### config.mk
export PLATFORM = sky130hd
export DESIGN_NAME = hilo_mult_unit
export DESIGN_NICKNAME = d
export VERILOG_FILES = /design/src/rtl/hilo_mult_unit_pkg.sv /design/src/rtl/mult_shift_add.sv /design/src/rtl/hilo_mult_unit.sv
export SDC_FILE = /design/constraint.sdc
export NUM_CORES = 1
export LEC_CHECK = 0
export CAP_MARGIN = 20
export CORE_ASPECT_RATIO = 1.75
export CORE_MARGIN = 2
export CORE_UTILIZATION = 50
export CTS_CLUSTER_SIZE = 28
export DETAILED_ROUTE_END_ITERATION = 6
export GPL_ROUTABILITY_DRIVEN = 0
export HOLD_SLACK_MARGIN = 0.03
export PLACE_DENSITY_LB_ADDON = 0.08
export SLEW_MARGIN = 20
export SYNTH_ARGS = -nofsm -noshare
export SYNTH_HDL_FRONTEND = slang
export SYNTH_SLANG_ARGS = --single-unit
### constraint.sdc
create_clock -name Clk -period 7.5 [get_ports Clk]
set_input_delay 1.5 -clock Clk [delete_from_list [all_inputs] [get_ports Clk]]
set_output_delay 1.5 -clock Clk [all_outputs]
set_load 0.005 [all_outputs]
### src/rtl/hilo_mult_unit_pkg.sv
// Shared ALUOp codes and HI/LO multiplier FSM encoding, used by the decoder and hilo_mult_unit.
package hilo_mult_unit_pkg;

    localparam logic [5:0] OP_MADD  = 6'd2;
    localparam logic [5:0] OP_MSUB  = 6'd8;
    localparam logic [5:0] OP_MFHI  = 6'd15;
    localparam logic [5:0] OP_MTHI  = 6'd16;
    localparam logic [5:0] OP_MFLO  = 6'd17;
    localparam logic [5:0] OP_MTLO  = 6'd18;
    localparam logic [5:0] OP_MULT  = 6'd19;
    localparam logic [5:0] OP_MULTU = 6'd20;

    typedef enum logic [1:0] {
        ST_IDLE = 2'd0,
        ST_MUL  = 2'd1,
        ST_FIX  = 2'd2,
        ST_ACC  = 2'd3
    } state_e;

    function automatic logic is_mult_op(input logic [5:0] op);
        return (op == OP_MULT) || (op == OP_MULTU) || (op == OP_MADD) || (op == OP_MSUB);
    endfunction

    function automatic logic is_signed_op(input logic [5:0] op);
        return (op == OP_MULT) || (op == OP_MADD) || (op == OP_MSUB);
    endfunction

    // Any op that touches HI/LO must wait while a multiply is in flight.
    function automatic logic is_hilo_op(input logic [5:0] op);
        return is_mult_op(op) || (op == OP_MFHI) || (op == OP_MFLO) ||
               (op == OP_MTHI) || (op == OP_MTLO);
    endfunction

endpackage

### src/rtl/mult_shift_add.sv
// Radix-2 shift-add multiplier datapath: magnitude operands, 64-bit product, 5-bit step counter.
module mult_shift_add (
    input  logic        clk_i,
    input  logic        rst_i,
    input  logic        start_i,
    input  logic        step_i,
    input  logic        fix_i,
    input  logic        signed_i,
    input  logic [31:0] a_i,
    input  logic [31:0] b_i,
    output logic [63:0] prod_o,
    output logic        last_o
);

    logic [31:0] mcand_q;
    logic [63:0] prod_q;
    logic [4:0]  cnt_q;
    logic        neg_q;

    logic [31:0] abs_a, abs_b;
    logic [32:0] sum_d;

    // -0x80000000 wraps to itself, which is the correct unsigned magnitude.
    assign abs_a = (signed_i && a_i[31]) ? -a_i : a_i;
    assign abs_b = (signed_i && b_i[31]) ? -b_i : b_i;

    // Multiplier lives in the low half and is consumed as partial sums shift in.
    assign sum_d = {1'b0, prod_q[63:32]} + (prod_q[0] ? {1'b0, mcand_q} : 33'd0);

    always_ff @(posedge clk_i or posedge rst_i) begin
        if (rst_i) begin
            mcand_q <= '0;
            prod_q  <= '0;
            cnt_q   <= '0;
            neg_q   <= 1'b0;
        end else if (start_i) begin
            mcand_q <= abs_a;
            prod_q  <= {32'd0, abs_b};
            cnt_q   <= '0;
            neg_q   <= signed_i & (a_i[31] ^ b_i[31]);
        end else if (step_i) begin
            prod_q  <= {sum_d, prod_q[31:1]};
            cnt_q   <= cnt_q + 5'd1;
        end else if (fix_i && neg_q) begin
            prod_q  <= -prod_q;
        end
    end

    assign prod_o = prod_q;
    assign last_o = (cnt_q == 5'd31);

endmodule

### src/rtl/hilo_mult_unit.sv
// HI/LO multiply unit: IDLE/MUL/FIX/ACC sequencer, HI/LO registers and pipeline stall generation.
module hilo_mult_unit
    import hilo_mult_unit_pkg::*;
(
    input  logic        Clk,
    input  logic        Reset,
    input  logic        Start,
    input  logic [5:0]  ALUOp,
    input  logic [31:0] A,
    input  logic [31:0] B,
    input  logic        Flush,
    output logic        Stall,
    output logic        Busy,
    output logic        Done,
    output logic [31:0] HiOut,
    output logic [31:0] LoOut
);

    state_e      state_q;
    logic [5:0]  op_q;
    logic [31:0] hi_q, lo_q;
    logic [63:0] hilo_d;

    logic        ms_start, ms_step, ms_fix, ms_last;
    logic [63:0] prod;

    assign ms_start = (state_q == ST_IDLE) && Start && !Flush && is_mult_op(ALUOp);
    assign ms_step  = (state_q == ST_MUL) && !Flush;
    assign ms_fix   = (state_q == ST_FIX) && !Flush;

    mult_shift_add u_msa (
        .clk_i    (Clk),
        .rst_i    (Reset),
        .start_i  (ms_start),
        .step_i   (ms_step),
        .fix_i    (ms_fix),
        .signed_i (is_signed_op(ALUOp)),
        .a_i      (A),
        .b_i      (B),
        .prod_o   (prod),
        .last_o   (ms_last)
    );

    always_comb begin
        hilo_d = prod;
        case (op_q)
            OP_MADD: hilo_d = {hi_q, lo_q} + prod;
            OP_MSUB: hilo_d = {hi_q, lo_q} - prod;
            default: hilo_d = prod;
        endcase
    end

    always_ff @(posedge Clk or posedge Reset) begin
        if (Reset) begin
            state_q <= ST_IDLE;
            op_q    <= '0;
            hi_q    <= '0;
            lo_q    <= '0;
        end else begin
            case (state_q)
                ST_IDLE: begin
                    if (Start && !Flush) begin
                        if (is_mult_op(ALUOp)) begin
                            op_q    <= ALUOp;
                            state_q <= ST_MUL;
                        end else if (ALUOp == OP_MTHI) begin
                            hi_q <= A;
                        end else if (ALUOp == OP_MTLO) begin
                            lo_q <= A;
                        end
                    end
                end
                ST_MUL: begin
                    if (Flush)        state_q <= ST_IDLE;
                    else if (ms_last) state_q <= ST_FIX;
                end
                ST_FIX: state_q <= Flush ? ST_IDLE : ST_ACC;
                ST_ACC: begin
                    if (!Flush) {hi_q, lo_q} <= hilo_d;
                    state_q <= ST_IDLE;
                end
                default: state_q <= ST_IDLE;
            endcase
        end
    end

    // Done is gated by Flush in the same cycle so a flushed ACC never reports a commit.
    assign Busy  = (state_q != ST_IDLE);
    assign Done  = (state_q == ST_ACC) && !Flush;
    assign Stall = Start && Busy && is_hilo_op(ALUOp) && !Reset;
    assign HiOut = hi_q;
    assign LoOut = lo_q;

endmodule

# [Yosys cells after proc, flatten, opt, wreduce, memory -nomap -nowiden]
# Cells that the tools add are included.
[totals] reg_bits=174 input_bits=74 output_inout_bits=67 word_cells=98
[classes] add_sub_neg=7 n_eq_ne=22 muxes=26 bitwise_logic=2 reduce_logical=33
[op_table] op="$mux 32" n=12
[op_table] op="$mux 64" n=3
[op_table] op="$pmux 32 s2" n=2
[op_table] op="$pmux 64 s2" n=1
[op_table] op="$add 64x64->64" n=1
[op_table] op="$neg 32->32" n=2
[op_table] op="$neg 64->64" n=1
[op_table] op="$sub 64x64->64" n=1
[op_table] op="$add 32x33->33" n=1
[op_table] op="$eq 6x5->1 const B" n=5
[op_table] op="$eq 6x4->1 const B" n=3
[op_table] op="$logic_and 1x1->1" n=13
[op_table] op="$eq 6x2->1 const B" n=2
[op_table] op="$mux 2" n=5
[op_table] op="$mux 5" n=2
[op_table] op="$logic_or 1x1->1" n=9
[op_table] op="$ne 2x1->1 const B" n=4
[op_table] op="$pmux 2 s4" n=1
[op_table] op="$ne 2x2->1 const B" n=3
[op_table] op="$reduce_and 3->1" n=2
[op_table] op="$reduce_and 6->1" n=1
[op_table] op="$reduce_bool 2->1" n=3
[op_table] op="$add 5x1->5 const B" n=1
[op_table] op="$eq 5x5->1 const B" n=1
[op_table] op="9 further kinds" n=11

# [Longest topological paths before layout]
[logic_depth] depth_word=10 mapped_depth=24 depth_no_buf=21

# [Cells and area by module]
# Synthesis repeated with hierarchy kept, for this count alone.
[unflattened] cells_unflattened=2290 area_unflattened_um2=17583.1
[by_module_without_submodules] mod="hilo_mult_unit" n_inst=1 cells_per_inst=1235 area_per_inst_um2=9064.9 seq_area_each_um2=1801.7
[by_module_without_submodules] mod="mult_shift_add" n_inst=1 cells_per_inst=1055 area_per_inst_um2=8518.2 seq_area_each_um2=2552.4

# [Worst setup path before layout]
# OpenSTA, ideal clock, no wires.
[synth_timing] path_kind="register -> register" start="reg u_msa.prod_q[0] (netlist: u_msa.prod_o[0])" end="reg hi_q[31] (netlist: HiOut[31])" setup_time_ps=121 t_arrival_ps=5437 t_required_ps=7379 setup_slack_ps=1942 path_stages_with_launch=23 n_path_buf=2 synth_period_minus_slack_ps=5558 path_cell_list="dfrtp_1 > clkbuf_1 > inv_1 > ha_1 > or3b_1 > nand4bb_1 > or4_1 > clkbuf_1 > or3_1 > or2_1 > or3_1 > nor3_2 > nor2_1 > xnor2_1 > ha_1 > and2_1 > and2_1 > nand2_1 > or4_1 > o21a_1 > o311ai_0 > and3_1 > nand2_1"
[synth_via] elab_chain_len=4 elab_cells_between_ends=5 cone_classes="add/sub (2); mux (3)"
[synth_lines] element="start: declaration" line="mult_shift_add.sv:16" rtl="logic [63:0] prod_q;"
[synth_lines] element="start signal: assignment" line="mult_shift_add.sv:38" rtl="prod_q <= {32'd0, abs_b};"
[synth_lines] element="start signal: assignment" line="mult_shift_add.sv:42" rtl="prod_q <= {sum_d, prod_q[31:1]};"
[synth_lines] element="start signal: assignment" line="mult_shift_add.sv:45" rtl="prod_q <= -prod_q;"
[synth_lines] element="$sub 64x64->64 or $add 64x64->64 (tied branches)" line="hilo_mult_unit.sv:48, hilo_mult_unit.sv:47"
[synth_lines] element="$pmux 64 s2 *" line="hilo_mult_unit.sv:46" rtl="case (op_q)"
[synth_lines] element="$mux 32 *" line="hilo_mult_unit.sv:79" rtl="if (!Flush) {hi_q, lo_q} <= hilo_d;"
[synth_lines] element="$pmux 32 s2 *" line="hilo_mult_unit.sv:60" rtl="case (state_q)"
[synth_lines] element="end signal: assignment" line="hilo_mult_unit.sv:79"
[synth_lines] element="end: declaration" line="hilo_mult_unit.sv:21" rtl="logic [31:0] hi_q, lo_q;"
# Mark *: on every way between the ends. The rest lies on a longest branch, timed or not. The select of a mux whose other input is x is not followed.
# A chain may end at the register's enable or synchronous reset.

# [Final worst setup path]
[layout_timing] start="reg u_msa.prod_q[0] (netlist: u_msa.prod_o[0])" end="reg hi_q[6] (netlist: HiOut[6])"
# The elaborated chain is that of the path after synthesis.

==> run metrics <==
status=complete, no violations; gr ovfl total=0; clk_skew=0.0141 ns; max-slew violation count=0; residual DRC count=0; TNS Setup=0 ns; Reg area=4350 um2; CP Max Fanout=36; area leader, netlist=dfrtp_1; clk_lat worst skew=0.47 ns; Final HPWL DP=53000 um; Int Pwr=3.28 mW; IR Drop Worst-Case VDD=238 uV; worst setup path endpoint=HiOut[6]$_DFFE_PP0P_; area grow syn2layout=11.8%; Final Hold Viols=0; postcts setup bufs=0; CP most frequent cell=nor3_1; CP top delay family=simple AND/OR/NAND/NOR gates; YS warnings=0; largest stage delay on the critical path=0.74 ns; Final Cycle Share=0.858; crit path launch type=register; initial antenna violation count=3; crit path kind=register to register; static leakage=8.13 nW; Rel. slew slack=0.277; number of buffers and inverters on the critical path=1; final core occ=0.566; multi-input logic area=11800 um2; Core Region=33700 um2; Worst EP required=7.76 ns; CP Depth=21; RR Endpoint=HiOut[6]$_DFFE_PP0P_; commonest cells after routing, fill and taps aside=nand2_1, nor2_1, a21oi_1; DP Worst Slack=1.30 ns; layout cells sized above 1=0.0423; Crit-path slowest cell=a31oi_1; reg2reg path depth=21; DR pass1 iterations=6; DR vias=18218; CTS Hold Bufs=0; crit-path cells=buf_4, nor3_1, nand4b_1, or3_1, or3_1, or3_1, nor3_1, nor2_1, xnor2_1, ha_1, nand2_1, nor3_1, a21oi_1, a31oi_1, a31oi_1, nor3_1, nand2b_1, a311oi_1, xnor2_1, nand2_1, a31oi_1; Starting Density=0.506; Post-Syn Instances=2263; worst r2r src=u_msa.prod_o[0]$_DFFE_PP0P_; switching pwr=3.38 mW; post-layout minimum cycle time=6.43 ns; chip height=249 um; count of state elements after synthesis=174; leading cell type in the layout, fill and taps excluded=nand2_1; Achievable Freq=155 MHz; Power per Cell Area=349 nW/um2; final-report setup violation count=0; number of buffers added on ports=140; RSZ-0062 raised after global routing=false; min-delay worst type=register to register; R2R setup slack=1.07 ns; Area contributors post-synth=dfrtp_1, ha_1, nand2_1; top-area cell type share of the netlist area=0.255; DR vias/cell=6.62; CTS buffer count=17; io pins=141; Netlist cell types=91; Worst-path clk slew=0.08 ns; MaxCap Viol Count=0; CTS resizes=0; worst-margin pin slew=1.08 ns; Synthesized Nets=2439; worst-case clock buffer depth=2; 1st-iter DRT viols=1538; Clock power frac=0.146; first-pass GRT wire length=106000 um; CTS tree=done; number of synthesized flops with an enable pin=0; Avg Inst Size Synth=7.55 um2; CP Capture Type=register; All-Layer GR Usage=0.397; final setup margin=1.07 ns; worst setup path start=u_msa.prod_o[0]$_DFFE_PP0P_; clk sinks=174; Nets=2458; post-route ant nets=0; DRT Wirelength=71200 um; fillers=3265; Primary FF master, synth=dfrtp_1; vias in the first global route=17796; routed len/inst=25.9 um; htree depth=4; Rows=89; Sw Ratio=0.508; chip width=144 um; mapped cell area=17100 um2; asr flop ratio synth=1.00; Seq/Total Area, Yosys=0.255; share of total power in sequential cells=0.272; root buf cell=clkbuf_16; largest net degree at the start of global routing=83; Worst EP arrival=6.70 ns; Gate power share=0.582; die footprint=35700 um2
## through the flow
step	hold WS [ns]	cells	power [mW]	area [um2]
6_report	0.466	2752	6.66	19100
5_1_grt	0.499	2751	7.05	19100
4_1_cts	0.468	2750	6.51	19100
3_5_place_dp	0.452	2718	5.53	18500
3_3_place_gp	0.443	2718	5.47	18500
2_1_floorplan	0.430	2263	4.40	17100
## cells in the mapped netlist (5+ instances only)
| cell | instances |
|---|---|
| or4_1 | 13 |
| o21a_1 | 11 |
| clkbuf_1 | 133 |
| a21boi_0 | 8 |
| dfrtp_1 | 174 |
| and2_1 | 46 |
| o221ai_1 | 31 |
| o31ai_1 | 47 |
| nand2_1 | 287 |
| nand3b_1 | 7 |
| o21bai_1 | 15 |
| nand4_1 | 23 |
| nor4_1 | 16 |
| or3_1 | 22 |
| and3_1 | 13 |
| a21oi_1 | 198 |
| o22ai_1 | 22 |
| nor3b_1 | 9 |
| a21o_1 | 67 |
| nor2_1 | 213 |
| o211ai_1 | 15 |
| or2_2 | 7 |
| nand2b_1 | 19 |
| o21ai_0 | 180 |
| xnor2_1 | 104 |
| nand3_1 | 48 |
| a211oi_1 | 30 |
| a311oi_1 | 10 |
| nor2b_1 | 11 |
| a31oi_1 | 33 |
| inv_1 | 41 |
| a221oi_1 | 10 |
| buf_1 | 12 |
| nor3_1 | 67 |
| xor2_1 | 102 |
| o41ai_1 | 9 |
| ha_1 | 100 |
| a22oi_1 | 13 |
| or3_4 | 5 |
## registers in the layout, summed over array words and instances (netlist names)
name           flops
u_msa.prod_o      64
HiOut             32
LoOut             32
u_msa.mcand_q     32
op_q               6
u_msa.cnt_q        5
state_q            2
u_msa.neg_q        1
## layout make-up
class / count / share of cell area
clock inverter: 11 / 0.00766
clock buffer: 21 / 0.0241
tap: 455 / 0.0298
multi-input combinational: 1884 / 0.619
inverter: 42 / 0.00852
timing repair buffer: 163 / 0.0824
antenna: 2 / 0.000262
sequential: 174 / 0.228
## power by group through the flow
stage	logic (mW)	registers, mW	clock network, mW
after floorplan	3.00	1.40	0
after global placement	3.70	1.77	0
after detailed placement	3.75	1.78	0
after CTS	3.77	1.76	0.978
after global routing	4.22	1.82	1.01
final	3.88	1.81	0.971
## kinds of logic after synthesis
kind of cell               Yosys count  synth area share
muxes                                6           0.00366
AOI/OAI and AO/OA                  735             0.272
xor gates and xnor gates           206             0.106
buffers and inverters              205            0.0550
adders and majority gates          102            0.0756
DFF                                174             0.255
and+or+nand+nor                    835             0.233
## worst reg2reg max path, delay by kind of cell (launching register included)
kind            cells  cell delay (ns)
buf+inv             1             0.25
compound gates      5             1.74
fa+ha+maj           1             0.34
flops               1             0.38
simple gates       12             3.21
xor+xnor            2             0.32
## routing by layer
layer | up-vias | wire, um | share of wire | GRT usage
met3 | 419 | 5110 | 0.072 | 0.0895
met1 | 8599 | 23200 | 0.33 | 0.399
li1 | 8235 | - | - | -
met2 | 963 | 33600 | 0.47 | 0.644
met5 | - | 13 | 0.00018 | 0
met4 | 2 | 9300 | 0.13 | 0.407
## how the worst min path moves through the flow
stage | start | to | slack [ns] | cells after the start
CTS | u_msa.mcand_q[31]$_DFFE_PP0P_ | u_msa.mcand_q[31]$_DFFE_PP0P_ | 0.47 | 2
global route | u_msa.mcand_q[31]$_DFFE_PP0P_ | u_msa.mcand_q[31]$_DFFE_PP0P_ | 0.50 | 2
floorplan | u_msa.mcand_q[31]$_DFFE_PP0P_ | u_msa.mcand_q[31]$_DFFE_PP0P_ | 0.43 | 2
finish | u_msa.mcand_q[31]$_DFFE_PP0P_ | u_msa.mcand_q[31]$_DFFE_PP0P_ | 0.47 | 2
global placement | u_msa.mcand_q[31]$_DFFE_PP0P_ | u_msa.mcand_q[31]$_DFFE_PP0P_ | 0.44 | 2
detailed placement | u_msa.mcand_q[31]$_DFFE_PP0P_ | u_msa.mcand_q[31]$_DFFE_PP0P_ | 0.45 | 2
Note: power is estimated with default switching activity, not from simulation.
